`config.mk`:
```
export PLATFORM = sky130hd
export DESIGN_NAME = ascii_cmd_receiver_flat
export DESIGN_NICKNAME = d
export VERILOG_FILES = /design/src/rtl/ascii_cmd_receiver_if.sv /design/src/rtl/ascii_cmd_receiver.sv /design/src/flat_wrapper.sv
export SDC_FILE = /design/constraint.sdc
export NUM_CORES = 1
export LEC_CHECK = 0
export BUFFER_PORTS_ARGS = -buffer_cell sky130_fd_sc_hd__buf_2
export CAP_MARGIN = 20
export CORE_MARGIN = 2
export CORE_UTILIZATION = 36
export CTS_BUF_LIST = sky130_fd_sc_hd__clkbuf_4 sky130_fd_sc_hd__clkbuf_8 sky130_fd_sc_hd__clkbuf_16
export DETAILED_ROUTE_END_ITERATION = 10
export GPL_TIMING_DRIVEN = 0
export PLACE_DENSITY_LB_ADDON = 0.3
export SLEW_MARGIN = 20
export SYNTH_ARGS = -nofsm -noshare
export SYNTH_HDL_FRONTEND = slang
export SYNTH_SLANG_ARGS = --single-unit
```
`constraint.sdc`:
```
create_clock -name clk -period 4.7 [get_ports clk]
set_input_delay 0.705 -clock clk [delete_from_list [all_inputs] [get_ports clk]]
set_output_delay 0.705 -clock clk [all_outputs]
set_load 0.005 [all_outputs]
```
`src/rtl/ascii_cmd_receiver_if.sv`:
```
// ascii_cmd_receiver_if: connects the UART RX byte stream and the decoded command
// outputs of ascii_cmd_receiver.
//   rx_done, rx_data      received-byte strobe and byte (from the UART)
//   query/run/stop/clr    one-cycle command pulses
//   set_valid, set_bcd    accepted SET pulse and its 8-digit BCD time
//   cmd_err               one-cycle pulse for a rejected line
//   busy                  receiver is deciding or reporting a line
// Modports: slave = the receiver, master = the byte source / command consumer.
interface ascii_cmd_receiver_if;
    logic        rx_done;
    logic [7:0]  rx_data;
    logic        query_pulse;
    logic        run_pulse;
    logic        stop_pulse;
    logic        clr_pulse;
    logic        set_valid;
    logic [31:0] set_bcd;
    logic        cmd_err;
    logic        busy;

    modport slave (
        input  rx_done, rx_data,
        output query_pulse, run_pulse, stop_pulse, clr_pulse,
               set_valid, set_bcd, cmd_err, busy
    );

    modport master (
        output rx_done, rx_data,
        input  query_pulse, run_pulse, stop_pulse, clr_pulse,
               set_valid, set_bcd, cmd_err, busy
    );
endinterface

```
`src/rtl/ascii_cmd_receiver.sv`:
```
// ascii_cmd_receiver: line-oriented ASCII command parser.
// Gathers UART bytes into a line buffer. On '\n' the line is decoded as one of
// "TIME?", "RUN", "STOP", "CLR" or "SET HH:MM:SS:CC", and one result pulse is
// issued two cycles after the '\n' strobe.
// Ports:
//   clk   system clock
//   rst   asynchronous reset, active low
//   bus   ascii_cmd_receiver_if.slave (rx byte input, command pulses, set_bcd, busy)
// Parameter MAX_LEN: line buffer depth in bytes, excluding '\n'. It must be at
// least 15 so that a SET line fits.
// Optional build macro CASE_FOLD_EN: if defined, 'a'..'z' are stored as upper case.
//
// state   | meaning
// COLLECT | storing line bytes, waiting for '\n'
// DISCARD | line overflowed, dropping bytes until '\n'
// CHECK   | decoding the buffered line (busy)
// RESP    | result pulse is on the outputs, line state is cleared (busy)
module ascii_cmd_receiver #(
    parameter int MAX_LEN = 16
) (
    input logic                 clk,
    input logic                 rst,
    ascii_cmd_receiver_if.slave bus
);
    localparam int LW = $clog2(MAX_LEN + 1);

    typedef enum logic [1:0] {COLLECT, DISCARD, CHECK, RESP} state_t;

    state_t        state;
    logic [LW-1:0] len;
    logic          ovf;
    logic [7:0]    line_buf [MAX_LEN];
    logic [7:0]    byte_in;
    logic          is_cr;
    logic          is_lf;
    logic          full;

    always_comb begin
        byte_in = bus.rx_data;
`ifdef CASE_FOLD_EN
        if (bus.rx_data >= "a" && bus.rx_data <= "z") begin
            byte_in = bus.rx_data - 8'h20;
        end
`endif
    end

    assign is_cr = (bus.rx_data == 8'h0D);
    assign is_lf = (bus.rx_data == 8'h0A);
    assign full  = (len == LW'(MAX_LEN));

    // The buffer contents need no reset: len decides which entries are valid.
    always_ff @(posedge clk) begin
        if (state == COLLECT && bus.rx_done && !is_cr && !is_lf && !full) begin
            for (int i = 0; i < MAX_LEN; i++) begin
                if (len == LW'(i)) begin
                    line_buf[i] <= byte_in;
                end
            end
        end
    end

    function automatic logic is_digit(input logic [7:0] c);
        return (c >= "0") && (c <= "9");
    endfunction

    logic        m_time;
    logic        m_run;
    logic        m_stop;
    logic        m_clr;
    logic        set_fmt;
    logic        set_rng;
    logic [31:0] set_digits;

    always_comb begin
        m_time = (len == LW'(5)) &&
                 ({line_buf[0], line_buf[1], line_buf[2], line_buf[3], line_buf[4]} == "TIME?");
        m_run  = (len == LW'(3)) && ({line_buf[0], line_buf[1], line_buf[2]} == "RUN");
        m_stop = (len == LW'(4)) &&
                 ({line_buf[0], line_buf[1], line_buf[2], line_buf[3]} == "STOP");
        m_clr  = (len == LW'(3)) && ({line_buf[0], line_buf[1], line_buf[2]} == "CLR");

        set_fmt = (len == LW'(15)) &&
                  ({line_buf[0], line_buf[1], line_buf[2], line_buf[3]} == "SET ") &&
                  (line_buf[6] == ":") && (line_buf[9] == ":") && (line_buf[12] == ":") &&
                  is_digit(line_buf[4])  && is_digit(line_buf[5])  &&
                  is_digit(line_buf[7])  && is_digit(line_buf[8])  &&
                  is_digit(line_buf[10]) && is_digit(line_buf[11]) &&
                  is_digit(line_buf[13]) && is_digit(line_buf[14]);

        // For '0'..'9' the low nibble of the ASCII code is the digit value.
        set_digits = {line_buf[4][3:0],  line_buf[5][3:0],
                      line_buf[7][3:0],  line_buf[8][3:0],
                      line_buf[10][3:0], line_buf[11][3:0],
                      line_buf[13][3:0], line_buf[14][3:0]};

        // Hours 00-23, minutes and seconds 00-59. Any two digits are valid hundredths.
        set_rng = ((set_digits[31:28] < 4'd2) ||
                   (set_digits[31:28] == 4'd2 && set_digits[27:24] <= 4'd3)) &&
                  (set_digits[23:20] <= 4'd5) &&
                  (set_digits[15:12] <= 4'd5);
    end

    always_ff @(posedge clk or negedge rst) begin
        if (!rst) begin
            state           <= COLLECT;
            len             <= '0;
            ovf             <= 1'b0;
            bus.query_pulse <= 1'b0;
            bus.run_pulse   <= 1'b0;
            bus.stop_pulse  <= 1'b0;
            bus.clr_pulse   <= 1'b0;
            bus.set_valid   <= 1'b0;
            bus.set_bcd     <= '0;
            bus.cmd_err     <= 1'b0;
            bus.busy        <= 1'b0;
        end else begin
            bus.query_pulse <= 1'b0;
            bus.run_pulse   <= 1'b0;
            bus.stop_pulse  <= 1'b0;
            bus.clr_pulse   <= 1'b0;
            bus.set_valid   <= 1'b0;
            bus.cmd_err     <= 1'b0;

            case (state)
                COLLECT: begin
                    if (bus.rx_done) begin
                        if (is_lf) begin
                            state    <= CHECK;
                            bus.busy <= 1'b1;
                        end else if (!is_cr) begin
                            if (!full) begin
                                len <= len + LW'(1);
                            end else begin
                                ovf   <= 1'b1;
                                state <= DISCARD;
                            end
                        end
                    end
                end
                DISCARD: begin
                    if (bus.rx_done && is_lf) begin
                        state    <= CHECK;
                        bus.busy <= 1'b1;
                    end
                end
                CHECK: begin
                    // The pulse is registered here, so it appears during RESP.
                    state <= RESP;
                    if (ovf) begin
                        bus.cmd_err <= 1'b1;
                    end else if (len == '0) begin
                        // An empty line gives no pulse.
                    end else if (m_time) begin
                        bus.query_pulse <= 1'b1;
                    end else if (m_run) begin
                        bus.run_pulse <= 1'b1;
                    end else if (m_stop) begin
                        bus.stop_pulse <= 1'b1;
                    end else if (m_clr) begin
                        bus.clr_pulse <= 1'b1;
                    end else if (set_fmt && set_rng) begin
                        bus.set_valid <= 1'b1;
                        bus.set_bcd   <= set_digits;
                    end else begin
                        bus.cmd_err <= 1'b1;
                    end
                end
                RESP: begin
                    state    <= COLLECT;
                    bus.busy <= 1'b0;
                    len      <= '0;
                    ovf      <= 1'b0;
                end
                default: state <= COLLECT;
            endcase
        end
    end
endmodule

```
`src/flat_wrapper.sv`:
```
// flat-port wrapper written by rule: the top's interface ports become plain ports
module ascii_cmd_receiver_flat 
#(
    parameter int MAX_LEN = 16
)
  (clk, rst, bus_rx_done, bus_rx_data, bus_query_pulse, bus_run_pulse, bus_stop_pulse, bus_clr_pulse, bus_set_valid, bus_set_bcd, bus_cmd_err, bus_busy);
  ascii_cmd_receiver_if bus_i ();
  input logic clk;
  input logic rst;
  input wire logic [$bits(bus_i.rx_done)-1:0] bus_rx_done;
  input wire logic [$bits(bus_i.rx_data)-1:0] bus_rx_data;
  output wire logic [$bits(bus_i.query_pulse)-1:0] bus_query_pulse;
  output wire logic [$bits(bus_i.run_pulse)-1:0] bus_run_pulse;
  output wire logic [$bits(bus_i.stop_pulse)-1:0] bus_stop_pulse;
  output wire logic [$bits(bus_i.clr_pulse)-1:0] bus_clr_pulse;
  output wire logic [$bits(bus_i.set_valid)-1:0] bus_set_valid;
  output wire logic [$bits(bus_i.set_bcd)-1:0] bus_set_bcd;
  output wire logic [$bits(bus_i.cmd_err)-1:0] bus_cmd_err;
  output wire logic [$bits(bus_i.busy)-1:0] bus_busy;
  assign bus_i.rx_done = bus_rx_done;
  assign bus_i.rx_data = bus_rx_data;
  assign bus_query_pulse = bus_i.query_pulse;
  assign bus_run_pulse = bus_i.run_pulse;
  assign bus_stop_pulse = bus_i.stop_pulse;
  assign bus_clr_pulse = bus_i.clr_pulse;
  assign bus_set_valid = bus_i.set_valid;
  assign bus_set_bcd = bus_i.set_bcd;
  assign bus_cmd_err = bus_i.cmd_err;
  assign bus_busy = bus_i.busy;
  ascii_cmd_receiver #(.MAX_LEN(MAX_LEN)) u_core (.clk(clk), .rst(rst), .bus(bus_i));
endmodule
```
## Word-level counts from Yosys, hierarchy flattened

Memories as Yosys holds them, arrays and structs flattened.
Cells that the tools add are included.

- Register bits after elaboration: 47
- Bits in writable memories: 128
- Input bits: 11
- Output and inout bits: 39
- Logic and storage cells: 290
- Memories kept: 1

- $add $sub $neg: 1
- Magnitude comparators: 20
- Equal/unequal tests: 39
- Mux-type cells: 151
- Bitwise gates (word level): 6
- Reduce and logical (&&, ||, !) cells: 61

Memories:

| name | depth | width | rd ports | clocked after memory_dff | write ports | RTL line | text |
|---|---|---|---|---|---|---|---|
| u_core.line_buf | 16 | 8 | 15 | 0 | 1 | ascii_cmd_receiver.sv:32 | `logic [7:0] line_buf [MAX_LEN];` |

Operator list:

| cell | number |
|---|---|
| 8-bit two-way mux | 15 |
| 8-bit OR reduction | 15 |
| 1-bit two-way mux | 108 |
| 32-bit by 31-bit == test with 1-bit output, second input constant | 2 |
| 8-bit by 6-bit greater-or-equal comparator with 1-bit output, second input constant | 8 |
| 8-bit by 6-bit less-or-equal comparator with 1-bit output, second input constant | 8 |
| 4-bit two-way mux | 15 |
| 24-bit by 23-bit == test with 1-bit output, second input constant | 2 |
| 40-bit by 39-bit == test with 1-bit output, second input constant | 1 |
| 5-bit by 4-bit == test with 1-bit output, second input constant | 8 |
| 1-bit logical AND | 33 |
| 8-bit by 6-bit == test with 1-bit output, second input constant | 3 |
| 5-bit by 3-bit == test with 1-bit output, second input constant | 4 |
| 5-bit two-way mux | 4 |
| 8-bit by 4-bit == test with 1-bit output, second input constant | 2 |
| 5-bit by 2-bit == test with 1-bit output, second input constant | 2 |
| 2-bit two-way mux | 5 |
| 5-bit one-hot mux with 2 select lines | 1 |
| 5-bit AND reduction | 2 |
| 4-bit by 3-bit less-or-equal comparator with 1-bit output, second input constant | 2 |
| 2-bit inequality test, second input constant | 4 |
| 2-bit one-hot mux with 4 select lines | 1 |
| 4-bit AND reduction | 2 |
| 8-bit AND reduction | 1 |
| 20 further kinds | 30 |

## Longest topological paths before layout

- Word-level depth: 23
- Mapped depth: 9
- Depth with buffers taken out: 8

## Worst setup path after synthesis

No wires, ideal clock.

- Kind: register -> register
- Start point: register u_core.len[0]
- End point: register u_core.bus.set_bcd[0] in the netlist's numbering, read port of u_core.line_buf
- Setup time: 0.125 ns
- Data arrival time: 2.245 ns
- Required time: 4.575 ns
- Slack: 2.330 ns
- Stages on the path, launching flop included: 10
- Path buffers: 1
- Period minus slack after synthesis: 2.370 ns
- Cell sequence: dfrtp_1 -> ha_1 -> and3_1 -> ha_1 -> nor4b_1 -> nand4_1 -> nor3_1 -> nand4_4 -> buf_6 -> mux2_4

- Longest elaborated chain between the ends: 15
- Elaborated cells on any way between the ends: 28
- Those cells by class: eq/ne (4); bitwise (5); reduce/logical (19)

Ends and longest elaborated chain:

| element | RTL line | text |
|---|---|---|
| start, declared | ascii_cmd_receiver.sv:30 | `logic [LW-1:0] len;` |
| start signal, assigned | ascii_cmd_receiver.sv:132 | `len <= len + LW'(1);` |
| 5-bit by 4-bit == test with 1-bit output | ascii_cmd_receiver.sv:82 | `set_fmt = (len == LW'(15)) &&` |
| 1-bit logical AND | ascii_cmd_receiver.sv:82 |  |
| 1-bit logical AND | ascii_cmd_receiver.sv:83 | `({line_buf[0], line_buf[1], line_buf[2], line_buf[3]} == "SET ") &&` |
| 1-bit logical AND (3 in a row) | ascii_cmd_receiver.sv:84 | `(line_buf[6] == ":") && (line_buf[9] == ":") && (line_buf[12] == ":") &&` |
| 1-bit logical AND (2 in a row) | ascii_cmd_receiver.sv:85 | `is_digit(line_buf[4]) && is_digit(line_buf[5]) &&` |
| 1-bit logical AND (2 in a row) | ascii_cmd_receiver.sv:86 | `is_digit(line_buf[7]) && is_digit(line_buf[8]) &&` |
| 1-bit logical AND (2 in a row) | ascii_cmd_receiver.sv:87 | `is_digit(line_buf[10]) && is_digit(line_buf[11]) &&` |
| 1-bit logical AND | ascii_cmd_receiver.sv:88 | `is_digit(line_buf[13]) && is_digit(line_buf[14]);` |
| 1-bit logical AND | ascii_cmd_receiver.sv:161 | `end else if (set_fmt && set_rng) begin` |
| 8-bit AND reduction (no source line) * | n/a |  |
| end, declared | ascii_cmd_receiver_if.sv:24 | `set_valid, set_bcd, cmd_err, busy` |

Every way passes the cells marked *; elsewhere a longest branch is shown, timed or not.
A chain may end at the register's enable or synchronous reset.

## Worst setup path in the final report

- Start point: register u_core.len[0]
- End point: register u_core.bus.set_bcd[3] in the netlist's numbering, read port of u_core.line_buf

The elaborated chain is that of the path after synthesis.

==> impl_metrics.json <==
{
  "place_congestion": 0.881,
  "grt_use_total_pct": 15.3,
  "status": "complete, no violations",
  "powerDensity_nw_per_um2": 443,
  "num_antenna_cells": 0,
  "ant_nets": 0,
  "drv_slew": 0,
  "pin_count": 50,
  "ys_ff_latch": 167,
  "clkLatencyLatePin_ns": 0.43,
  "rows": 49,
  "maxSlewHeadroom_pct": 55.2,
  "routedWlPerCell_microns": 20.1,
  "die_h_microns": 138,
  "crit_fanout": 10,
  "path_class": "reg2reg",
  "crit_end": "u_core.bus.set_bcd[3]",
  "cp-start-kind": "flop",
  "drive_gt1_share_pct": 26.2,
  "hold_violations": 0,
  "grt_max_degree": 34,
  "grt_pass1_vias": 3633,
  "ir_drop_uv": 229,
  "die-width_microns": 138,
  "fin_setup_tns_ns": 0,
  "skew_ns": 0.00690,
  "setup_violations": 0,
  "synth_edf_count": 120,
  "ys_seq_area_share_pct": 73.6,
  "synth_ff_type": "edfxtp_1",
  "crit_required_ns": 5.01,
  "fin_crit_ns": 3.10,
  "yosys_warnings": 0,
  "drcViolationCount": 0,
  "tritoncts": "yes",
  "yosys-top-cells-area": "edfxtp_1 56%, dfrtp_1 18%, mux2_4 6.0%, ha_1 1.9%, and3_1 1.5%",
  "end_kind": "flop",
  "post-cts-setup-buffers": 0,
  "hold_path_class": "in2async",
  "tightestPinTransition_ns": 0.670,
  "viasPerCell": 5.17,
  "drt-total-wl_microns": 13900,
  "critPathArrivalTime_ns": 3.42,
  "max-cap-violations": 0,
  "grt_pass1_wl_microns": 21700,
  "area_growth_pct": 17.0,
  "crit_start": "u_core.len[0]",
  "gr-total-overflow": 0,
  "clock_sinks": 167,
  "port_buffers": 49,
  "drt_iter0_markers": 263,
  "fill_cells": 1586,
  "synth_top_area_share_pct": 55.5,
  "numCtsBuffers": 17,
  "avgSynthCellArea_sq_um": 17.1,
  "yosys-top-cells-count": "120 x edfxtp_1, 47 x dfrtp_1, 26 x mux2_4",
  "ff2ff_setup_slack_ns": 1.60,
  "initial_utilization_pct": 36.4,
  "die_area_sq_um": 19100,
  "htree_levels": 4,
  "worstReg2RegStart": "u_core.len[0]",
  "setup_ws_ns": 1.60,
  "via_count": 3571,
  "syn-cell-area_sq_um": 6490,
  "root_buffer": "clkbuf_16",
  "fmax_mhz": 322,
  "async_reset_ff_share_pct": 28.1,
  "fin_util_pct": 42.6,
  "first_pass_iters": 5,
  "regToRegEndpoint": "u_core.bus.set_bcd[3]",
  "grt_antenna_before_repair": 0,
  "syn_inst": 380,
  "coreArea_sq_um": 17800,
  "nets": 470,
  "yosysMostFrequentCell": "edfxtp_1",
  "whs_ns": 0.221,
  "clockBufferDepth": 2,
  "power_leakage_nw": 3.01,
  "cts_hold_buf": 0,
  "synthDistinctLibCells": 52,
  "final.period_utilization_pct": 66.0,
  "reg2reg_depth": 9,
  "hpwlAfterDp_microns": 9200,
  "rsz0062_at_grt": "false",
  "cts.clk_slew.worst_paths_ns": 0.07,
  "cts_resized": 0,
  "synth_nets": 401,
  "post-place-ws_ns": 1.56,
  "yosys.area.top_type": "edfxtp_1"
}
[kinds of logic after synthesis]
group | after synthesis | synth area share, %
adders and majority gates | 10 | 1.93
AOI/OAI and AO/OA | 36 | 3.59
DFF | 167 | 73.6
xor gates and xnor gates | 1 | 0.135
buffers and inverters | 15 | 1.23
and+or+nand+nor | 123 | 13.1
muxes | 28 | 6.36
[registers in the layout, indices dropped and copies added (netlist names), 2 cells and up]
signal,count
u_core.line_buf,120
u_core.len,5
u_core.bus.set_bcd,32
u_core.state,2
[final cells by class]
type	instances	area, sq um	area share (%)
flip-flops and latches	167	4780	63.0
multi-input cells	198	1630	21.5
clock buffers	18	433	5.70
well taps	229	287	3.77
repair buffers	50	265	3.49
clock inverters	14	118	1.55
plain buffers	6	46.3	0.610
inverters	9	33.8	0.445
[critical path, stage by stage, from the launching register on]
cell     delay (ns)
dfrtp_1        0.44
ha_1           0.31
and3_1         0.20
ha_1           0.18
nor4b_1        0.37
nand4_1        0.22
nor3_1         0.46
nand4_4        0.25
buf_6          0.23
mux2_4         0.31
[layer usage]
layer,track usage (%),vias up,part of all wire [%]
met2,24.0,107,48
met5,0,-,0
met4,5.16,0,1.9
met1,20.5,1795,45
li1,-,1647,-
met3,4.40,22,5.0
[power breakdown]
group          total (mW)  internal, mW  leakage, nW  switching [mW]
clock network        1.30         0.696        0.271           0.600
registers            1.69          1.64         1.72          0.0490
logic               0.377         0.130         1.02           0.247
[cells in the final DEF (no fill, tap or decap), types with 3 or more instances in the layout]
master / instances
ha_1: 10
nor3b_1: 5
and3_1: 16
edfxtp_1: 120
nor4_1: 7
buf_2: 50
clkinv_4: 4
a21oi_1: 7
nand2_1: 8
o21ai_0: 11
nor4b_1: 6
clkbuf_16: 17
nand4b_1: 3
and4b_1: 6
nor2_1: 13
and2_1: 4
dfrtp_1: 47
nand3_1: 10
mux2_4: 26
inv_1: 9
nor3_1: 9
buf_6: 3
inv_6: 5
nor4bb_1: 7
nand4_1: 12
[per-stage QoR]
stage	instances	total power, mW	cell area (sq um)
finish	691	3.37	7590
CTS	691	3.39	7590
global placement	658	2.08	7020
detailed placement	659	2.10	7040
floorplan	380	1.95	6490
global route	691	3.50	7590
[how the worst min path moves through the flow]
stage                                 from                endpoint  slack [ns]  cells after the start
detailed placement  u_core.line_buf[2][16]  u_core.bus.set_bcd[12]        0.46                      1
global route                           rst  u_core.bus.query_pulse        0.24                      1
floorplan                              rst         u_core.bus.busy        0.41                      0
CTS                                    rst  u_core.bus.query_pulse        0.22                      1
finish                                 rst  u_core.bus.query_pulse        0.22                      1
global placement    u_core.line_buf[2][24]   u_core.bus.set_bcd[8]        0.46                      1
(Power assumes the default switching activity.)
